`config.mk`:
```
export PLATFORM = sky130hd
export DESIGN_NAME = fp_align_add
export DESIGN_NICKNAME = d
export VERILOG_FILES = /design/src/rtl/fp_pkg.sv /design/src/rtl/fp_shift_sticky.sv /design/src/rtl/fp_align_add.sv
export SDC_FILE = /design/constraint.sdc
export NUM_CORES = 1
export LEC_CHECK = 0
export ABC_AREA = 1
export BUFFER_PORTS_ARGS = -buffer_cell sky130_fd_sc_hd__buf_2
export CAP_MARGIN = 10
export CELL_PAD_IN_SITES_DETAIL_PLACEMENT = 1
export CELL_PAD_IN_SITES_GLOBAL_PLACEMENT = 1
export CORE_MARGIN = 5
export CORE_UTILIZATION = 46
export CTS_CLUSTER_SIZE = 40
export DETAILED_ROUTE_END_ITERATION = 8
export PLACE_DENSITY = 0.92
export SLEW_MARGIN = 20
export SYNTH_ARGS = -nofsm -noshare
export SYNTH_HDL_FRONTEND = slang
export SYNTH_SLANG_ARGS = --single-unit
```
`constraint.sdc`:
```
create_clock -name clk -period 7.6 [get_ports clk]
set_input_delay 0.76 -clock clk [delete_from_list [all_inputs] [get_ports clk]]
set_output_delay 0.76 -clock clk [all_outputs]
set_load 0.03 [all_outputs]
```
`src/rtl/fp_pkg.sv`:
```
// Shared types and constants for the single-precision adder datapath.
// Holds the binary32 field view, the canonical special encodings and the
// register bundle passed from the align stage to the add stage.
package fp_pkg;

    typedef struct packed {
        logic        sign;
        logic [7:0]  exp;
        logic [22:0] frac;
    } fp32_t;

    localparam logic [31:0] QNAN    = 32'h7FC0_0000;
    localparam logic [31:0] POS_INF = 32'h7F80_0000;
    localparam logic [7:0]  EXP_MAX = 8'hFF;

    // Everything stage 2 needs to finish the add, plus the special-case path.
    typedef struct packed {
        logic        special;
        logic [31:0] specialResult;
        logic [7:0]  expL;
        logic [23:0] manL;
        logic [23:0] shifted;
        logic        sticky;
        logic        signL;
        logic        effSub;
        logic        bothZero;
        logic        zeroSign;
    } align_stage_t;

    // Infinity carrying the requested sign.
    function automatic logic [31:0] signedInf(input logic s);
        return {s, POS_INF[30:0]};
    endfunction

endpackage

```
`src/rtl/fp_shift_sticky.sv`:
```
// Combinational 24-bit right shifter that also reports whether any set bit
// fell off the bottom. Shift amounts of 25 or more saturate to an all-zero
// result with the whole input folded into sticky.
// Ports:
//   sigIn    - significand to shift
//   shiftAmt - exponent difference (right-shift count)
//   sigOut   - shifted significand
//   sticky   - OR of every bit shifted out below bit 0
module fp_shift_sticky (
    input  logic [23:0] sigIn,
    input  logic [7:0]  shiftAmt,
    output logic [23:0] sigOut,
    output logic        sticky
);

    // Shift with saturation; the mask covers exactly the bits that drop out.
    always_comb begin
        sigOut = 24'h00_0000;
        sticky = 1'b0;
        if (shiftAmt >= 8'd25) begin
            sigOut = 24'h00_0000;
            sticky = |sigIn;
        end else begin
            sigOut = sigIn >> shiftAmt;
            // For shiftAmt=0 the mask is empty; for 24 it is all ones.
            sticky = |(sigIn & ~(24'hFF_FFFF << shiftAmt));
        end
    end

endmodule

```
`src/rtl/fp_align_add.sv`:
```
// Two-stage align-and-add front end of the binary32 adder, feeding the
// normalize/round stage. Stage 1 decodes specials, orders the operands by
// magnitude and aligns the smaller one; stage 2 adds/subtracts and fixes
// carry-out. Valid/ready handshake, one transfer per cycle, latency 2.
// Ports:
//   clk, reset            - clock, async active-high reset
//   in_valid/in_ready     - operand handshake (opA, opB, sub: 1 = A-B)
//   out_valid/out_ready   - result handshake toward normalization
//   alignedResult         - 24-bit significand result
//   exponentOut           - exponent of larger operand (+1 on carry-out)
//   alignedSign           - result sign
//   stickyBit             - OR of bits lost below bit 0
//   specialValid          - specialResult must be passed through unchanged
//   specialResult         - Inf/NaN encoding when specialValid, else 0
module fp_align_add
    import fp_pkg::*;
#(
    parameter int EXP_W = 8,
    parameter int MAN_W = 23,
    parameter int BIAS  = 127
) (
    input  logic                   clk,
    input  logic                   reset,
    input  logic                   in_valid,
    output logic                   in_ready,
    input  logic [EXP_W+MAN_W:0]   opA,
    input  logic [EXP_W+MAN_W:0]   opB,
    input  logic                   sub,
    output logic                   out_valid,
    input  logic                   out_ready,
    output logic [MAN_W:0]         alignedResult,
    output logic [EXP_W-1:0]       exponentOut,
    output logic                   alignedSign,
    output logic                   stickyBit,
    output logic                   specialValid,
    output logic [EXP_W+MAN_W:0]   specialResult
);

    // All-ones exponent marks Inf/NaN.
    localparam logic [7:0] EXP_ALL1 = 8'(2 * BIAS + 1);
    // Largest finite exponent; a carry from here overflows to Inf.
    localparam logic [7:0] EXP_TOP  = EXP_MAX - 8'd1;

    fp32_t        a_s, b_s;
    logic         signBEff_s, aZero_s, bZero_s, aNan_s, bNan_s, aInf_s, bInf_s, aIsL_s;
    logic [23:0]  manA_s, manB_s, manS_s, shifted_s;
    logic [7:0]   expDiff_s;
    logic         shiftSticky_s;
    align_stage_t s1Next_s, s1_r;
    logic         s1Valid_r, s2Valid_r, s1Load_s, s2Load_s;
    logic [24:0]  sum25_s;
    logic [23:0]  diff_s, resNext_s, alignedResult_r;
    logic [7:0]   expNext_s, exponentOut_r;
    logic         signNext_s, stickyNext_s, spValidNext_s;
    logic         alignedSign_r, stickyBit_r, specialValid_r;
    logic [31:0]  spResultNext_s, specialResult_r;

    assign a_s = fp32_t'(opA);
    assign b_s = fp32_t'(opB);

    // Handshake: a stage loads when it is empty or its contents move on.
    assign s2Load_s = !s2Valid_r || out_ready;
    assign s1Load_s = !s1Valid_r || s2Load_s;
    assign in_ready = s1Load_s;

    assign signBEff_s = b_s.sign ^ sub;
    assign aZero_s    = (a_s.exp == 8'h00);
    assign bZero_s    = (b_s.exp == 8'h00);
    assign aNan_s     = (a_s.exp == EXP_ALL1) && (a_s.frac != 23'h0);
    assign bNan_s     = (b_s.exp == EXP_ALL1) && (b_s.frac != 23'h0);
    assign aInf_s     = (a_s.exp == EXP_ALL1) && (a_s.frac == 23'h0);
    assign bInf_s     = (b_s.exp == EXP_ALL1) && (b_s.frac == 23'h0);
    // Zero exponent flushes the operand: implicit bit and fraction both dropped.
    assign manA_s     = aZero_s ? 24'h00_0000 : {1'b1, a_s.frac};
    assign manB_s     = bZero_s ? 24'h00_0000 : {1'b1, b_s.frac};
    // Ties go to A so the larger operand is always well defined.
    assign aIsL_s     = {a_s.exp, a_s.frac} >= {b_s.exp, b_s.frac};
    assign manS_s     = aIsL_s ? manB_s : manA_s;
    assign expDiff_s  = aIsL_s ? (a_s.exp - b_s.exp) : (b_s.exp - a_s.exp);

    fp_shift_sticky u_shift (
        .sigIn    (manS_s),
        .shiftAmt (expDiff_s),
        .sigOut   (shifted_s),
        .sticky   (shiftSticky_s)
    );

    // Stage-1 bundle: special resolution or the aligned operand pair.
    always_comb begin
        s1Next_s = '0;
        if (aNan_s || bNan_s) begin
            s1Next_s.special       = 1'b1;
            s1Next_s.specialResult = QNAN;
        end else if (aInf_s && bInf_s) begin
            s1Next_s.special       = 1'b1;
            s1Next_s.specialResult = (a_s.sign == signBEff_s) ? signedInf(a_s.sign) : QNAN;
        end else if (aInf_s) begin
            s1Next_s.special       = 1'b1;
            s1Next_s.specialResult = signedInf(a_s.sign);
        end else if (bInf_s) begin
            s1Next_s.special       = 1'b1;
            s1Next_s.specialResult = signedInf(signBEff_s);
        end else begin
            s1Next_s.expL     = aIsL_s ? a_s.exp : b_s.exp;
            s1Next_s.manL     = aIsL_s ? manA_s : manB_s;
            s1Next_s.shifted  = shifted_s;
            s1Next_s.sticky   = shiftSticky_s;
            s1Next_s.signL    = aIsL_s ? a_s.sign : signBEff_s;
            // Effective subtract depends only on the two effective signs.
            s1Next_s.effSub   = a_s.sign ^ signBEff_s;
            s1Next_s.bothZero = aZero_s && bZero_s;
            s1Next_s.zeroSign = a_s.sign & signBEff_s;
        end
    end

    // Stage-1 register.
    always_ff @(posedge clk or posedge reset) begin
        if (reset) begin
            s1Valid_r <= 1'b0;
            s1_r      <= '0;
        end else if (s1Load_s) begin
            s1Valid_r <= in_valid;
            if (in_valid) begin
                s1_r <= s1Next_s;
            end
        end
    end

    assign sum25_s = {1'b0, s1_r.manL} + {1'b0, s1_r.shifted};
    // manL >= shifted whenever L really is the larger magnitude.
    assign diff_s  = s1_r.manL - s1_r.shifted;

    // Stage-2 add/subtract, carry correction, overflow and sign fix-up.
    always_comb begin
        resNext_s      = 24'h00_0000;
        expNext_s      = 8'h00;
        signNext_s     = 1'b0;
        stickyNext_s   = 1'b0;
        spValidNext_s  = 1'b0;
        spResultNext_s = 32'h0000_0000;
        if (s1_r.special) begin
            spValidNext_s  = 1'b1;
            spResultNext_s = s1_r.specialResult;
        end else if (!s1_r.effSub && sum25_s[24] && (s1_r.expL == EXP_TOP)) begin
            spValidNext_s  = 1'b1;
            spResultNext_s = signedInf(s1_r.signL);
            expNext_s      = EXP_MAX;
        end else begin
            if (s1_r.effSub) begin
                resNext_s    = diff_s;
                stickyNext_s = s1_r.sticky;
                expNext_s    = s1_r.expL;
            end else if (sum25_s[24]) begin
                resNext_s    = sum25_s[24:1];
                stickyNext_s = s1_r.sticky | sum25_s[0];
                expNext_s    = s1_r.expL + 8'd1;
            end else begin
                resNext_s    = sum25_s[23:0];
                stickyNext_s = s1_r.sticky;
                expNext_s    = s1_r.expL;
            end
            if (s1_r.bothZero) begin
                signNext_s = s1_r.zeroSign;
            end else if ((resNext_s == 24'h00_0000) && !stickyNext_s) begin
                signNext_s = 1'b0;
            end else begin
                signNext_s = s1_r.signL;
            end
        end
    end

    // Stage-2 / output register; holds while the consumer stalls.
    always_ff @(posedge clk or posedge reset) begin
        if (reset) begin
            s2Valid_r       <= 1'b0;
            alignedResult_r <= 24'h00_0000;
            exponentOut_r   <= 8'h00;
            alignedSign_r   <= 1'b0;
            stickyBit_r     <= 1'b0;
            specialValid_r  <= 1'b0;
            specialResult_r <= 32'h0000_0000;
        end else if (s2Load_s) begin
            s2Valid_r <= s1Valid_r;
            if (s1Valid_r) begin
                alignedResult_r <= resNext_s;
                exponentOut_r   <= expNext_s;
                alignedSign_r   <= signNext_s;
                stickyBit_r     <= stickyNext_s;
                specialValid_r  <= spValidNext_s;
                specialResult_r <= spResultNext_s;
            end
        end
    end

    assign out_valid     = s2Valid_r;
    assign alignedResult = alignedResult_r;
    assign exponentOut   = exponentOut_r;
    assign alignedSign   = alignedSign_r;
    assign stickyBit     = stickyBit_r;
    assign specialValid  = specialValid_r;
    assign specialResult = specialResult_r;

endmodule

```
==> results of run 1 <==
## area by class of cell
class	instances	area share
clock inverter	5	0.00359
timing repair buffer	124	0.0523
tap	330	0.0330
clock buffer	11	0.0202
inverter	232	0.0697
multi-input combinational	1454	0.616
sequential	103	0.206
## registers in the layout (all words and copies together), names as in the netlist
name and cells:
specialResult 2, alignedSign 1, s1_r 64, stickyBit 1, specialValid 1, out_valid 1
exponentOut 8, s1Valid_r 1, alignedResult 24
## critical path, cell delays in order
cell and delay [ns]:
buf_2 0.12, inv_1 0.08, ha_1 0.43, nand2_2 0.11
inv_2 0.06, nand4_1 0.15, nor2_1 0.10, nand2_1 0.46
nand3_4 0.75, inv_2 0.72, nand2_1 0.44, o21ai_0 0.69
nand3_1 0.19, nand3_1 0.16, nand2_1 0.09, nand2_1 0.08
nand3_1 0.10, nand3_1 0.17, nand2_1 0.08, nand2_1 0.06
## cells in the mapped netlist (6+ instances only)
library cell	number
a21boi_0	7
a21o_1	10
a21oi_1	104
a22o_1	8
a31oi_1	14
buf_2	30
buf_4	38
buf_6	7
clkbuf_1	32
dfrtp_1	103
ha_1	89
inv_1	223
nand2_1	483
nand3_1	198
nand3b_1	6
nand4_1	28
nor2_1	158
nor3_1	26
nor4_1	11
o211ai_1	12
o21ai_0	149
o21ai_1	22
o21bai_1	10
o22ai_1	15
xor2_1	32
## through the flow
stage                     hold WS, ns  setup slack, ns  cells   util  instance area, sq um
final                           0.467             2.06   2259  0.498                 12500
after floorplan                 0.443             4.14   1901      -                 11800
after global placement          0.461             1.99   2242  0.485                 12200
after detailed placement        0.469             1.90   2242  0.485                 12200
after CTS                       0.489             2.23   2258  0.497                 12500
after global routing            0.500             1.72   2259  0.498                 12500
## layer usage
metal  part of all wire  wire, um  vias up
met5                  0         0        -
met4              0.056      2790        0
met3              0.051      2530      145
met2               0.49     24500      548
met1               0.40     20100     6445
li1                   -         -     6218
## cells by family (layout without fill, tap and decap cells)
| logic type | count (synthesis) | in the layout | share of synthesized area |
|---|---|---|---|
| flip-flops | 103 | 103 | 0.220 |
| buffers and inverters | 344 | 372 | 0.130 |
| other | 1 | 22 | 0.000319 |
| AO/OA/AOI/OAI | 375 | 375 | 0.183 |
| XOR/XNOR | 37 | 37 | 0.0276 |
| adder cells (fa/ha/maj) | 93 | 93 | 0.102 |
| AND/OR/NAND/NOR | 927 | 927 | 0.338 |
## worst paths after layout
check	cells after the start	to
min in group clk	2	alignedResult[5]
worst max-delay path	20	s1_r[8]
worst min register to register	2	alignedResult[5]
worst min-delay path	2	s1_r[4]
worst max register to register	20	alignedSign
max in group asynchronous	3	s1_r[1]
## power breakdown
group	switching, mW	internal, mW	leakage, nW
registers	0.113	0.675	1.32
clock network	0.241	0.248	0.150
logic	1.40	0.538	5.03
==> flow_metrics.env, run 1 <==
export IMPL_outcome="finished clean"
export IMPL_ys_seq_area_frac=0.220
export IMPL_ant_nets=0
export IMPL_worst_ep_required_time_ns=7.90
export IMPL_ys_ff_latch=103
export IMPL_synth_warning_count=0
export IMPL_vdd_drop_max_uv=148
export IMPL_place_hpwl_mm=41.4
export IMPL_critPathCaptureType="flop"
export IMPL_slew_headroom=0.348
export IMPL_cts_buffers=9
export IMPL_wirelength_mm=49.9
export IMPL_path_clk_slew_ns=0.07
export IMPL_num_vias=13356
export IMPL_netlist_top_cells_area="dfrtp_1 (22%), nand2_1 (15%), ha_1 (9.5%)"
export IMPL_final_hold_viol_count=0
export IMPL_cts_tree="built"
export IMPL_leakage_nw=6.50
export IMPL_cts_root_buf="clkbuf_16"
export IMPL_initial_utilization=0.466
export IMPL_antenna_cells=0
export IMPL_power_mw=3.21
export IMPL_use_met1=0.412
export IMPL_hold_buffers=0
export IMPL_synth_edf_count=0
export IMPL_synthDistinctLibCells=48
export IMPL_grtUsageMet3=0.0333
export IMPL_cp_startpoint="opA[26]"
export IMPL_multi_input_area_sq_mm=0.00771
export IMPL_async_flop_share=1.00
export IMPL_met2_usage=0.602
export IMPL_first_iter_violations=1022
export IMPL_core_sq_mm=0.0252
export IMPL_r2r_start="s1_r[14]"
export IMPL_clockBufferDepth=2
export IMPL_route_detailed_drc=0
export IMPL_tns_ns=0
export IMPL_rows=58
export IMPL_fmax_ghz=0.180
export IMPL_n_fill_cell=3486
export IMPL_min_period_ns=5.54
export IMPL_synth_ff_type="dfrtp_1"
export IMPL_grt_overflow=0
export IMPL_skew_ns=0.0149
export IMPL_final_common_cell="nand2_1"
export IMPL_drive_above_1_share=0.0912
export IMPL_hold_path_class="in2async"
export IMPL_clock_latency_ns=0.37
export IMPL_slew_viol_final=0
export IMPL_mostFrequentLayoutCells="nand2_1 (483), inv_1 (222), nand3_1 (198)"
export IMPL_worst_ep_arrival_time_ns=5.84
export IMPL_ios=138
export IMPL_grt_max_degree=74
export IMPL_grt_pass1_wl_mm=77.0
export IMPL_cts_sinks=103
export IMPL_post_cts_resize_count=0
export IMPL_final_period_utilization=0.729
export IMPL_synth_largest_area_cell="dfrtp_1"
export IMPL_busiest_layer="met2"
export IMPL_dr_pass1_iters=6
export IMPL_cellPowerDensity_mw_per_mm2=257
export IMPL_setup_violations=0
export IMPL_syn_area_sq_mm=0.0117
export IMPL_grt_use_total=0.340
export IMPL_tightest_slew_ns=0.978
export IMPL_gp_congestion=1.00
export IMPL_rsz0062_at_grt="no"
export IMPL_startpoint_type="input port"
export IMPL_r2r_slack_ns=3.61
export IMPL_die_width_um=170
export IMPL_cts_max_level=3
export IMPL_dieArea_sq_mm=0.0288
export IMPL_synth_top_cell_area_share=0.220
export IMPL_grt_pass1_vias=13673
export IMPL_postSynthAreaPerCell_sq_um=6.24
export IMPL_syn2layout_area_growth_pct=6.76
export IMPL_regArea_sq_mm=0.00258
export IMPL_antenna_found_initial=0
export IMPL_die_h_um=170
export IMPL_io_buffer_count=115
export IMPL_path_max_fanout=73
export IMPL_vias_per_cell=5.91
export IMPL_wl_per_cell_um=22.1
export IMPL_max_cap_violations=0
export IMPL_post_cts_buffers=0
export IMPL_layout_nets=2086
export IMPL_netlist_instances=1880
export IMPL_critPathKind="in2reg"
Note: power is estimated with default switching activity, not from simulation.
==> run 2, diff against run 1 <==
--- a/config.mk
+++ b/config.mk
@@ -11,10 +11,10 @@
 export CELL_PAD_IN_SITES_DETAIL_PLACEMENT = 1
 export CELL_PAD_IN_SITES_GLOBAL_PLACEMENT = 1
 export CORE_MARGIN = 5
-export CORE_UTILIZATION = 46
+export CORE_UTILIZATION = 42
 export CTS_CLUSTER_SIZE = 40
 export DETAILED_ROUTE_END_ITERATION = 8
-export PLACE_DENSITY = 0.92
+export PLACE_DENSITY = 0.86
 export SLEW_MARGIN = 20
 export SYNTH_ARGS = -nofsm -noshare
 export SYNTH_HDL_FRONTEND = slang
==> constraint.sdc (replaced) <==
create_clock -name clk -period 5.1 [get_ports clk]
set_input_delay 0.51 -clock clk [delete_from_list [all_inputs] [get_ports clk]]
set_output_delay 0.51 -clock clk [all_outputs]
set_load 0.03 [all_outputs]
==> flow_metrics.env, run 2 (synthesized netlist as in run 1, its figures left out) <==
export IMPL_grt_use_total=0.294
export IMPL_mostFrequentLayoutCells="nand2_1 (483), inv_1 (222), nand3_1 (198)"
export IMPL_tightest_slew_ns=1.03
export IMPL_comb_power_share=0.584
export IMPL_core_sq_mm=0.0277
export IMPL_drive_above_1_share=0.0950
export IMPL_min_period_ns=4.00
export IMPL_worst_r2r_path_depth=20
export IMPL_cts_buffers=9
export IMPL_ant_nets=0
export IMPL_wirelength_mm=46.3
export IMPL_place_hpwl_mm=38.4
export IMPL_clockBufferDepth=2
export IMPL_antenna_found_initial=2
export IMPL_n_fill_cell=3817
export IMPL_route_detailed_drc=0
export IMPL_initial_utilization=0.424
export IMPL_slowest_stage="nor2_1"
export IMPL_r2r_slack_ns=1.29
export IMPL_post_cts_buffers=0
export IMPL_fin_ws_ns=1.10
export IMPL_clock_latency_ns=0.38
export IMPL_crit_family="simple AND/OR/NAND/NOR gates"
export IMPL_final_common_cell="nand2_1"
export IMPL_critical_path_buf_inv_count=4
export IMPL_seq_power_share=0.244
export IMPL_path_cells="buf_2 > inv_1 > ha_1 > nand2_1 > inv_1 > nand2_1 > nand2_1 > a21oi_1 > nand3_1 > nor2_1 > nand3_2 > nand2_4 > inv_2 > nand3_1 > nand2_1 > nand2_1 > nand3_1 > a21oi_1 > nand2_1 > nand2_1"
export IMPL_worst_ep_required_time_ns=5.41
export IMPL_hold_buffers=0
export IMPL_final_hold_viol_count=0
export IMPL_grt_pass1_vias=13633
export IMPL_slew_headroom=0.310
export IMPL_gp_congestion=0.989
export IMPL_path_clk_slew_ns=0.09
export IMPL_reg2reg_to="alignedSign"
export IMPL_power_switching_mw=2.57
export IMPL_grt_pass1_wl_mm=73.5
export IMPL_setup_violations=0
export IMPL_internal_power_mw=2.26
export IMPL_cts_max_level=3
export IMPL_max_cap_violations=0
export IMPL_io_buffer_count=115
export IMPL_slew_viol_final=0
export IMPL_clkPwrFrac=0.172
export IMPL_cellPowerDensity_mw_per_mm2=380
export IMPL_vias_per_cell=5.66
export IMPL_critPathKind="in2reg"
export IMPL_path_max_fanout=28
export IMPL_grt_max_degree=54
export IMPL_syn2layout_area_growth_pct=8.13
export IMPL_post_cts_resize_count=0
export IMPL_critPathCaptureType="flop"
export IMPL_top_register="s1_r"
export IMPL_rsz0062_at_grt="no"
export IMPL_largest_register_ffs=64
export IMPL_layout_nets=2094
export IMPL_pre_cts_slack_ns=0.859
export IMPL_cp_common_cell="nand2_1"
export IMPL_tns_ns=0
export IMPL_ios=138
export IMPL_fmax_ghz=0.250
export IMPL_outcome="finished clean"
export IMPL_vdd_drop_max_uv=163
export IMPL_die_width_um=177
export IMPL_first_iter_violations=828
export IMPL_num_vias=13116
export IMPL_cts_root_buf="clkbuf_16"
export IMPL_leakage_nw=6.55
export IMPL_startpoint_type="input port"
export IMPL_worst_ep_arrival_time_ns=4.31
export IMPL_dr_pass1_iters=5
export IMPL_die_h_um=177
export IMPL_whs_ns=0.225
export IMPL_final_period_utilization=0.784
export IMPL_max_stage_delay_ns=0.78
export IMPL_dieArea_sq_mm=0.0314
export IMPL_rows=61
export IMPL_grt_overflow=0
export IMPL_cts_sinks=103
export IMPL_r2r_start="s1_r[14]"
export IMPL_skew_ns=0.0138
export IMPL_hold_path_class="in2async"
export IMPL_swShare=0.532
export IMPL_wl_per_cell_um=20.0
export IMPL_cts_tree="built"
[run 2: changes by cell type in the layout (fill, tap and decap cells not counted), sizes merged]
| cell | change |
|---|---|
| buf | +8 |
| bufinv | +2 |
| clkbuf | -2 |
| clkinv | +1 |
| diode | +1 |
| inv | -1 |
[run 2: how the worst max path moves through the flow]
stage / end / cells past startpoint / from / slack [ns]
after global placement: s1_r[7] / 20 / opA[28] / 0.91
final: s1_r[5] / 20 / opA[29] / 1.10
after floorplan: alignedResult[0] / 1 / reset / 1.89
after detailed placement: s1_r[7] / 20 / opA[29] / 0.86
after CTS: s1_r[5] / 22 / opB[10] / 1.21
after global routing: s1_r[5] / 22 / opB[14] / 0.76
[run 2: per-layer routing]
layer	vias to the layer above	share of wire	GRT usage
met4	2	0.044	0.123
met3	108	0.051	0.0297
li1	6250	-	-
met1	6301	0.42	0.370
met2	455	0.48	0.514
met5	-	0.00028	0
[run 2: final cells by class]
cell class	instances	area [sq um]	area share
Tap cell	378	473	0.0373
Multi-Input combinational cell	1454	7710	0.608
Inverter	232	873	0.0688
Timing Repair Buffer	132	703	0.0554
Clock buffer	9	225	0.0177
Sequential cell	103	2580	0.203
Clock inverter	7	124	0.00976
Antenna cell	1	2.50	0.000197
[run 2: per-stage QoR]
step / cell area [sq um] / total power, mW / std cells / utilization
after floorplan: 11800 / 3.17 / 1901 / -
after global placement: 12300 / 3.88 / 2299 / 0.445
after detailed placement: 12300 / 3.96 / 2299 / 0.445
after CTS: 12700 / 4.81 / 2315 / 0.458
after global routing: 12700 / 5.16 / 2315 / 0.458
final: 12700 / 4.83 / 2316 / 0.458
[run 2: power groups by stage]
stage	clock network, mW	logic [mW]	registers (mW)
after floorplan	0	1.81	1.36
after global placement	0	2.71	1.17
after detailed placement	0	2.77	1.19
after CTS	0.844	2.79	1.17
after global routing	0.864	3.10	1.20
final	0.830	2.82	1.18
[run 2: worst register-to-register path: stages, from the launching register on]
cell	delay, ns
dfrtp_1	0.41
inv_1	0.12
ha_1	0.45
o21bai_1	0.31
a21oi_1	0.18
o21ai_0	0.33
nand2_1	0.11
nand3_2	0.17
nand2_4	0.14
inv_2	0.38
nand2_1	0.11
nand3_1	0.13
nand2_1	0.06
nor2_1	0.11
nand2_1	0.10
nor2_1	0.20
nand3_1	0.15
nand2_1	0.08
nand2_1	0.05
nand2_1	0.06
nand2_1	0.05
==> run 3, diff against run 2 <==
--- a/config.mk
+++ b/config.mk
@@ -5,16 +5,16 @@
 export SDC_FILE = /design/constraint.sdc
 export NUM_CORES = 1
 export LEC_CHECK = 0
-export ABC_AREA = 1
+export ABC_AREA = 0
 export BUFFER_PORTS_ARGS = -buffer_cell sky130_fd_sc_hd__buf_2
 export CAP_MARGIN = 10
 export CELL_PAD_IN_SITES_DETAIL_PLACEMENT = 1
 export CELL_PAD_IN_SITES_GLOBAL_PLACEMENT = 1
 export CORE_MARGIN = 5
-export CORE_UTILIZATION = 42
+export CORE_UTILIZATION = 40
 export CTS_CLUSTER_SIZE = 40
 export DETAILED_ROUTE_END_ITERATION = 8
-export PLACE_DENSITY = 0.86
+export PLACE_DENSITY = 0.82
 export SLEW_MARGIN = 20
 export SYNTH_ARGS = -nofsm -noshare
 export SYNTH_HDL_FRONTEND = slang
==> constraint.sdc (replaced) <==
create_clock -name clk -period 3.4 [get_ports clk]
set_input_delay 0.34 -clock clk [delete_from_list [all_inputs] [get_ports clk]]
set_output_delay 0.34 -clock clk [all_outputs]
set_load 0.03 [all_outputs]
==> flow_metrics.env, run 3 <==
export IMPL_netlist_instances=1472
export IMPL_place_area_sq_mm=0.0148
export IMPL_fin_ws_ns=-0.404
export IMPL_top_register="s1_r"
export IMPL_postSynthAreaPerCell_sq_um=7.59
export IMPL_synth_edf_count=0
export IMPL_grt_use_total=0.311
export IMPL_ios=138
export IMPL_async_flop_share=1.00
export IMPL_core_sq_mm=0.0277
export IMPL_fmax_ghz=0.263
export IMPL_dr_pass1_iters=5
export IMPL_cp_common_cell="buf_4"
export IMPL_cts_root_buf="clkbuf_16"
export IMPL_cts_tree="built"
export IMPL_synth_warning_count=0
export IMPL_initial_utilization=0.403
export IMPL_critical_path_buf_inv_count=4
export IMPL_path_cells="inv_1 > ha_1 > nand2b_1 > a21oi_1 > nor2_1 > o21ai_1 > buf_4 > o2111a_2 > nor2_4 > buf_4 > buf_4 > nor3_1 > a211oi_1 > nor4_2 > nand4_1 > nor4_2 > o21ai_1"
export IMPL_path_depth=17
export IMPL_gp_congestion=0.980
export IMPL_slowest_stage="dfrtp_1"
export IMPL_wirelength_mm=57.9
export IMPL_vias_per_cell=6.26
export IMPL_synth_largest_area_cell="dfrtp_1"
export IMPL_syn2layout_area_growth_pct=48.7
export IMPL_largest_register_ffs=64
export IMPL_final_hold_viol_count=0
export IMPL_post_route_util=0.599
export IMPL_dieArea_sq_mm=0.0314
export IMPL_vdd_drop_max_uv=273
export IMPL_comb_power_share=0.646
export IMPL_crit_family="simple AND/OR/NAND/NOR gates"
export IMPL_die_h_um=177
export IMPL_path_max_fanout=4
export IMPL_grt_max_degree=64
export IMPL_slew_viol_final=0
export IMPL_hold_buffers=0
export IMPL_n_fill_cell=3327
export IMPL_rsz0062_at_grt="yes"
export IMPL_clockBufferDepth=2
export IMPL_antenna_found_initial=0
export IMPL_final_period_utilization=1.12
export IMPL_syn_area_sq_mm=0.0112
export IMPL_fin_area_sq_mm=0.0166
export IMPL_num_vias=14591
export IMPL_worst_ep_required_time_ns=3.65
export IMPL_tightest_slew_ns=0.955
export IMPL_critPathCaptureType="flop"
export IMPL_power_switching_mw=3.72
export IMPL_grt_pass1_wl_mm=78.7
export IMPL_clkPwrFrac=0.149
export IMPL_rows=61
export IMPL_cts_max_level=3
export IMPL_mostFrequentLayoutCells="buf_4 (413), nand2_1 (171), nor2_1 (137)"
export IMPL_final_common_cell="buf_4"
export IMPL_ys_ff_latch=103
export IMPL_pre_cts_slack_ns=-0.624
export IMPL_regArea_sq_mm=0.00258
export IMPL_swShare=0.467
export IMPL_power_mw=7.96
export IMPL_min_period_ns=3.80
export IMPL_grt_pass1_vias=14686
export IMPL_cts_buffers=9
export IMPL_tns_ns=-5.64
export IMPL_clock_latency_ns=0.37
export IMPL_max_cap_violations=0
export IMPL_hold_path_class="in2async"
export IMPL_drive_above_1_share=0.393
export IMPL_layout_nets=2106
export IMPL_synthDistinctLibCells=88
export IMPL_place_hpwl_mm=38.2
export IMPL_first_iter_violations=1181
export IMPL_die_width_um=177
export IMPL_synth_ff_type="dfrtp_1"
export IMPL_path_clk_slew_ns=0.09
export IMPL_wl_per_cell_um=24.8
export IMPL_worst_ep_arrival_time_ns=4.06
export IMPL_netlist_top_cells_area="dfrtp_1 (23%), ha_1 (10%), nand2_1 (5.9%)"
export IMPL_slew_headroom=0.358
export IMPL_multi_input_area_sq_mm=0.00882
export IMPL_layoutNonFillerInstCount=2329
export IMPL_seq_power_share=0.205
export IMPL_failed_checks="setup timing"
export IMPL_max_stage_delay_ns=0.39
export IMPL_leakage_nw=7.83
export IMPL_grt_overflow=0
export IMPL_io_buffer_count=115
export IMPL_placed_cells=2271
export IMPL_outcome="finished with violations"
export IMPL_skew_ns=0.0200
export IMPL_setup_violations=35
export IMPL_whs_ns=0.0521
export IMPL_worst_r2r_path_depth=17
export IMPL_synth_top_cell_area_share=0.231
export IMPL_yosys_top_cells_count="nand2_1 (175), nor2_1 (144), o21ai_0 (129)"
export IMPL_cellPowerDensity_mw_per_mm2=479
export IMPL_internal_power_mw=4.24
export IMPL_route_detailed_drc=0
export IMPL_ys_seq_area_frac=0.231
export IMPL_critPathKind="reg2reg"
export IMPL_yosysMostFrequentCell="nand2_1"
export IMPL_startpoint_type="flop"
export IMPL_cts_sinks=103
export IMPL_ant_nets=0
run 3: cell families (layout without fill, tap and decap cells):
logic type      count (synthesis)  count (layout)  synth area share
fa+ha+maj                      94              94             0.108
xor+xnor                       46              46            0.0384
buf+inv                       215             671            0.0860
other cells                     1              24          0.000336
compound gates                454             454             0.264
simple gates                  500             500             0.209
mux                            59              59            0.0632
flops                         103             103             0.231
run 3: worst register-to-register path, cell delays in order, from the launching register on:
cell and delay, ns:
dfrtp_1 0.39, inv_1 0.06, ha_1 0.39, nand2b_1 0.22, a21oi_1 0.24, nor2_1 0.12
o21ai_1 0.20, buf_4 0.18, o2111a_2 0.28, nor2_4 0.08, buf_4 0.16, buf_4 0.15
nor3_1 0.21, a211oi_1 0.12, nor4_2 0.29, nand4_1 0.20, nor4_2 0.33, o21ai_1 0.09
run 3: final cells by class:
cell class | instances | share of cell area
multi-input cells | 1175 | 0.531
repair buffers | 551 | 0.241
flip-flops and latches | 103 | 0.155
well taps | 378 | 0.0285
inverters | 104 | 0.0239
clock buffers | 9 | 0.0136
clock inverters | 7 | 0.00648
diodes | 2 | 0.000301
run 3: timing repair:
action / 4_1_cts / 5_1_grt
hold endpoints to repair: 0 / 0
resized for setup: 93 / 129
gates cloned: 0 / 0
endpoints found under the setup margin: 53 / 57
pin swaps: 52 / 61
buffers inserted: 22 / 21
run 3: power groups by stage:
| stage | logic, mW | clock network, mW | registers, mW |
|---|---|---|---|
| after detailed placement | 4.20 | 0 | 1.63 |
| after global routing | 5.40 | 1.23 | 1.65 |
| after CTS | 4.49 | 1.17 | 1.62 |
| after global placement | 4.03 | 0 | 1.60 |
| after floorplan | 2.14 | 0 | 1.83 |
| final | 5.14 | 1.19 | 1.63 |
run 3: layer usage:
layer / track usage / vias to the layer above / wire [um]
li1: - / 6208 / -
met1: 0.371 / 7169 / 21600
met2: 0.558 / 877 / 28500
met3: 0.0342 / 337 / 3740
met4: 0.146 / 0 / 4110
met5: 0 / - / 0
run 3: path summary, 6_finish.rpt:
check / from / endpoint / slack (ns)
setup / recovery: s1_r[14] / alignedSign / -0.40
hold / removal: reset / exponentOut[1] / 0.05
setup reg to reg: s1_r[14] / alignedSign / -0.40
hold reg to reg: exponentOut[6] / exponentOut[6] / 0.48
max in group asynchronous: reset / s1_r[29] / 2.47
min in group clk: in_valid / s1Valid_r / 0.29
